--- src/rtl/regfile_mp.sv ---
`default_nettype none
// ============================================================================
// Module   : regfile_mp
// Purpose  : Parametrised multi-port integer register file with optional
//            registered read, write-to-read forwarding and a pending-write
//            scoreboard for the decode/issue stage.
// Ports    : clk_i      - clock, all state updates on the rising edge
//            regrst_i   - synchronous active-high reset
//            RS_i       - NRD packed read addresses (port k at [k*AW +: AW])
//            R_o        - NRD packed read data (port k at [k*XLEN +: XLEN])
//            RVALID_o   - per-port operand valid (no pending producer)
//            RWR_EN_i   - writeback write enable
//            RD_i/WR_i  - writeback address / data
//            ISS_EN_i   - issue strobe, marks ISS_RD_i as pending
//            ISS_RD_i   - destination register of the issued instruction
//            BUSY_o     - scoreboard, bit i = register i has a pending write
// Revision : 1.0 - initial release
// ============================================================================
module regfile_mp #(
  parameter int XLEN      = 32,
  parameter int NREGS     = 32,
  parameter int NRD       = 2,
  parameter bit SYNC_READ = 1'b0,
  parameter bit BYPASS    = 1'b1,
  localparam int AW       = $clog2(NREGS)
) (
  input  logic                clk_i,
  input  logic                regrst_i,
  input  logic [NRD*AW-1:0]   RS_i,
  output logic [NRD*XLEN-1:0] R_o,
  output logic [NRD-1:0]      RVALID_o,
  input  logic                RWR_EN_i,
  input  logic [AW-1:0]       RD_i,
  input  logic [XLEN-1:0]     WR_i,
  input  logic                ISS_EN_i,
  input  logic [AW-1:0]       ISS_RD_i,
  output logic [NREGS-1:0]    BUSY_o
);

  // Architectural state. Entry 0 is held at zero so x0 reads need no
  // special-casing in the read mux; synthesis collapses it to a constant.
  logic [XLEN-1:0]     regs_q [NREGS];
  logic [XLEN-1:0]     regs_d [NREGS];
  logic [NREGS-1:0]    busy_q;
  logic [NREGS-1:0]    busy_d;

  // Unregistered per-port read result, used directly or through a flop.
  logic [NRD*XLEN-1:0] rdata_d;
  logic [NRD-1:0]      rvalid_d;

  logic                wr_live;
  logic                iss_live;

  // Writes and issues to x0 are architecturally void.
  assign wr_live  = RWR_EN_i && (RD_i != '0);
  assign iss_live = ISS_EN_i && (ISS_RD_i != '0);

  always_comb begin
    regs_d = regs_q;
    if (wr_live) begin
      regs_d[RD_i] = WR_i;
    end
    regs_d[0] = '0;
  end

  // Clear first, then set: when a new producer issues to the register
  // being written back in the same cycle, it must remain pending.
  always_comb begin
    busy_d = busy_q;
    if (wr_live) begin
      busy_d[RD_i] = 1'b0;
    end
    if (iss_live) begin
      busy_d[ISS_RD_i] = 1'b1;
    end
    busy_d[0] = 1'b0;
  end

  always_ff @(posedge clk_i) begin
    if (regrst_i) begin
      regs_q <= '{default: '0};
      busy_q <= '0;
    end else begin
      regs_q <= regs_d;
      busy_q <= busy_d;
    end
  end

  assign BUSY_o = busy_q;

  // Per-port read: forwarding from the writeback port takes priority over
  // the stored value, and a forwarded operand is valid even though the
  // scoreboard bit only clears at the coming edge.
  for (genvar k = 0; k < NRD; k++) begin : g_port
    logic [AW-1:0] rs;
    logic          fwd;

    assign rs  = RS_i[k*AW +: AW];
    assign fwd = BYPASS && RWR_EN_i && (RD_i == rs) && (rs != '0);

    assign rdata_d[k*XLEN +: XLEN] = fwd ? WR_i : regs_q[rs];
    assign rvalid_d[k]             = !busy_q[rs] || fwd;
  end

  if (SYNC_READ) begin : g_sync_read
    logic [NRD*XLEN-1:0] r_q;
    logic [NRD-1:0]      rvalid_q;

    always_ff @(posedge clk_i) begin
      if (regrst_i) begin
        r_q      <= '0;
        rvalid_q <= '1;
      end else begin
        r_q      <= rdata_d;
        rvalid_q <= rvalid_d;
      end
    end

    assign R_o      = r_q;
    assign RVALID_o = rvalid_q;
  end else begin : g_comb_read
    assign R_o      = rdata_d;
    assign RVALID_o = rvalid_d;
  end

endmodule
`default_nettype wire
--- config.mk ---
export PLATFORM = sky130hd
export DESIGN_NAME = regfile_mp
export DESIGN_NICKNAME = d
export VERILOG_FILES = /design/src/rtl/regfile_mp.sv
export SDC_FILE = /design/constraint.sdc
export NUM_CORES = 2
export LEC_CHECK = 0
export BUFFER_PORTS_ARGS = -buffer_cell sky130_fd_sc_hd__buf_2
export CAP_MARGIN = 20
export CORE_ASPECT_RATIO = 1.25
export CORE_MARGIN = 10
export CORE_UTILIZATION = 60
export CTS_CLUSTER_SIZE = 16
export DETAILED_ROUTE_END_ITERATION = 10
export HOLD_SLACK_MARGIN = 0.15
export PLACE_DENSITY = 0.8
export SYNTH_ARGS = -nofsm -noshare
export SYNTH_HDL_FRONTEND = slang
export SYNTH_SLANG_ARGS = --single-unit
--- constraint.sdc ---
create_clock -name clk_i -period 3.85 [get_ports clk_i]
set_clock_uncertainty 0.1 [all_clocks]
set_input_delay 0.77 -clock clk_i [delete_from_list [all_inputs] [get_ports clk_i]]
set_output_delay 0.77 -clock clk_i [all_outputs]
set_load 0.02 [all_outputs]
==> flow_summary.yaml <==
run_status:
  outcome: "finished, violations left"
  violations: "negative setup slack"
synth:
  syn_inst: 6249
  yosysTopAreaCellShare: 0.387
  synth_cell_types: 49
  synth_edf_count: 0
  synth.area.top_cells: "dfxtp_1 (39%), mux4_2 (17%), nand2_1 (15%)"
  yosysWarnings: 0
  ys_async_sr_fraction: 0
  netlist_area_um2: 53000
  ys.flop_type: "dfxtp_1"
  ys_seq_elements: 1023
  synth.most_common_cell: "nand2_1"
  seq_area_frac_synth: 0.387
  synth_common_cells: "nand2_1 (2118), a21oi_1 (1046), dfxtp_1 (1023)"
  synth_fp_nets: 6305
  yosysTopAreaCell: "dfxtp_1"
  syn_area_per_cell_um2: 8.48
hold_path:
  hold_path_end: "regs_q[144]"
  hold_path_depth: 3
  min_path_type: "in -> reg"
  hp-start: "WR_i[16]"
power:
  switching_share: 0.259
  p_switching_mw: 6.06
  power.share.clock: 0.442
  leakage_nw: 20.1
  vdd_drop_max_mv: 0.399
  intPower_mw: 17.4
  power_mw: 23.4
  power_frac_comb: 0.100
  p_seq_frac: 0.458
  power.density_nw_per_um2: 393
clock_network:
  clk_pin_slew_ps: 70
  root_buffer: "clkbuf_16"
  cts_sinks: 1023
  cts_buffers: 98
  tritoncts: "done"
  cts_max_path_buffers: 3
  clk_latency_ps: 690
  cts_htree_levels: 3
  post-cts-setup-buffers: 0
floorplanning:
  coreArea_um2: 87400
  die_area_um2: 101000
  die_x_um: 286
  rows: 121
  io-pin-count: 154
  die_h_um: 352
  start_util: 0.606
global_routing:
  track_usage: 0.393
  grt_pass1_vias: 50200
  grt_pass1_wl_mm: 305
  gr-total-overflow: 0
  antenna_found_initial: 6
  grt_max_degree: 107
final_layout:
  nets: 6205
  drive_gt1_frac: 0.196
  final_util: 0.682
  syn_to_final_growth_pct: 12.5
  fillers: 6514
  finalNonFillerCells: 7391
routing:
  drt_iter0_drc: 9972
  vias: 52500
  firstDrtPassIters: 10
  route.met2.wl_mm: 89.3
  routed_via_density: 7.10
  wire_per_inst_um: 28.1
  drtAntennaViolNets: 0
  top_layer: "met5"
  wl_mm: 208
  route.detailed.drc: 0
  wl_met1_mm: 66.0
  wl_met3_mm: 34.2
flow_run:
  drv_cap: 0
worst_setup_path:
  path_buf_inv: 3
  critPathRequiredTime_ps: 2980
  rrSetupSlack_ps: 2790
  slowest_stage: "and2_1"
  cp-start-kind: "primary input"
  cp_slowest_stage_delay_ps: 480
  critPathMaxFanout: 10
  ff2ff_path_depth: 2
  arrival_ps: 3080
  r2r_start: "regs_q[957]"
  worst_path_most_repeated_cell: "buf_4"
  crit_path_end_kind: "output port"
  worstReg2RegEnd: "regs_q[957]"
  crit_type: "in -> out"
  crit_chain: "buf_4 -> and2_1 -> buf_4 -> a22oi_1 -> o21ai_0 -> nand2_1 -> a31oi_1 -> buf_2"
  cpLargestDelayFamily: "buffers and inverters"
sta:
  finalSetupViolCount: 3
  drv_slew: 0
  period_minus_slack_ps: 3950
  rsz0062_at_grt: "false"
  finalCritPeriodShare: 1.03
  finalWorstSetupSlack_ps: -100
  worstMarginPinSlew_ps: 981
  fmax_mhz: 253
  max_slew_margin: 0.345
  hold_viol: 0
  tns_ps: -158
placed_design:
  dp_cells: 7216
  gp_congestion: 0.972
  hpwl_mm: 126
  port_buffers: 152
[power groups by stage]
stage               Clock [mW]  Combinational, mW  Sequential [mW]
finish                    10.4               2.35             10.7
floorplan                    0               1.35             10.9
detailed placement           0               2.21             11.0
CTS                       10.3               2.22             10.7
global placement             0               2.19             11.0
global route              10.7               2.39             10.7
[placed cells by master (no fill, tap or decap), types with 7 or more instances in the layout]
cell type,n
nand2_1,2100
a21oi_1,1046
dfxtp_1,1023
mux4_2,400
buf_4,246
mux2i_1,194
buf_2,142
a22oi_1,127
mux2_2,120
nor2_1,118
clkbuf_16,99
buf_12,75
a31oi_1,51
o21ai_0,51
o221ai_1,46
o22ai_1,37
nand3_1,29
nand3b_1,22
nor2_4,22
clkbuf_8,19
nand2_2,18
nand2b_1,17
clkbuf_1,16
nor3_1,14
bufinv_16,14
clkinv_2,14
nor2b_1,13
nor3b_1,10
o22a_1,9
a221oi_1,9
nand3_2,8
and2_1,7
a2111oi_0,7
[cell families (layout without fill, tap and decap cells)]
group / Yosys count / count (layout) / synth area share
compound gates: 1410 / 1410 / 0.148
xor+xnor: 8 / 8 / 0.00132
buf+inv: 674 / 645 / 0.0532
mux: 714 / 714 / 0.232
other cells: 1 / 4 / 0.0000708
simple gates: 2419 / 2419 / 0.179
flops: 1023 / 1023 / 0.387
[per-layer routing]
layer / up-vias / global-route usage
met5: - / 0
met4: 8 / 0.296
met1: 24600 / 0.465
met3: 1450 / 0.134
li1: 21500 / -
met2: 4865 / 0.583
[cell type report]
cell class,instances,area [um2],share of cell area
multi-input cells,4552,30000,0.504
flip-flops and latches,1023,20500,0.344
repair buffers,472,4220,0.0708
clock buffers,132,2760,0.0463
well taps,1168,1460,0.0245
clock inverters,39,587,0.00985
inverters,2,7.51,0.000126
diodes,3,7.51,0.000126
[metrics by stage]
| step | setup slack [ps] | instance area, um2 | hold slack, ps |
|---|---|---|---|
| final | -100 | 59600 | 263 |
| after global routing | 3.59 | 59600 | 269 |
| after CTS | 40.7 | 59500 | 246 |
| after detailed placement | -132 | 56100 | 357 |
| after global placement | -141 | 56100 | 348 |
| after floorplan | 443 | 53000 | 342 |
[what timing repair did]
item / CTS / global route
hold buffers: 0 / 0
setup endpoints to repair: 12 / 17
cloned: 0 / 1
hold endpoints to repair: 0 / 0
gates resized for setup: 2 / 13
[flip-flops by register name, summed over array words and instances, names as in the netlist]
| name | cells |
|---|---|
| regs_q | 992 |
| BUSY_o | 31 |
[worst max-delay path by stage]
stage | startpoint | endpoint | slack [ps] | depth (start not counted)
2_1_floorplan | RS_i[1] | R_o[25] | 440 | 8
3_3_place_gp | RS_i[0] | R_o[25] | -140 | 7
3_5_place_dp | RS_i[0] | R_o[25] | -130 | 7
4_1_cts | RS_i[2] | R_o[5] | 40 | 8
5_1_grt | RD_i[2] | R_o[10] | 4 | 9
6_report | RS_i[3] | R_o[23] | -100 | 8
[worst reg2reg max path: cells and delay by family, from the launching register on]
| kind | cells | cell delay (ps) |
|---|---|---|
| AND/OR/NAND/NOR | 1 | 120 |
| AO/OA/AOI/OAI | 1 | 180 |
| flip-flops | 1 | 580 |
No activity file was read; power rests on OpenSTA's default activity.
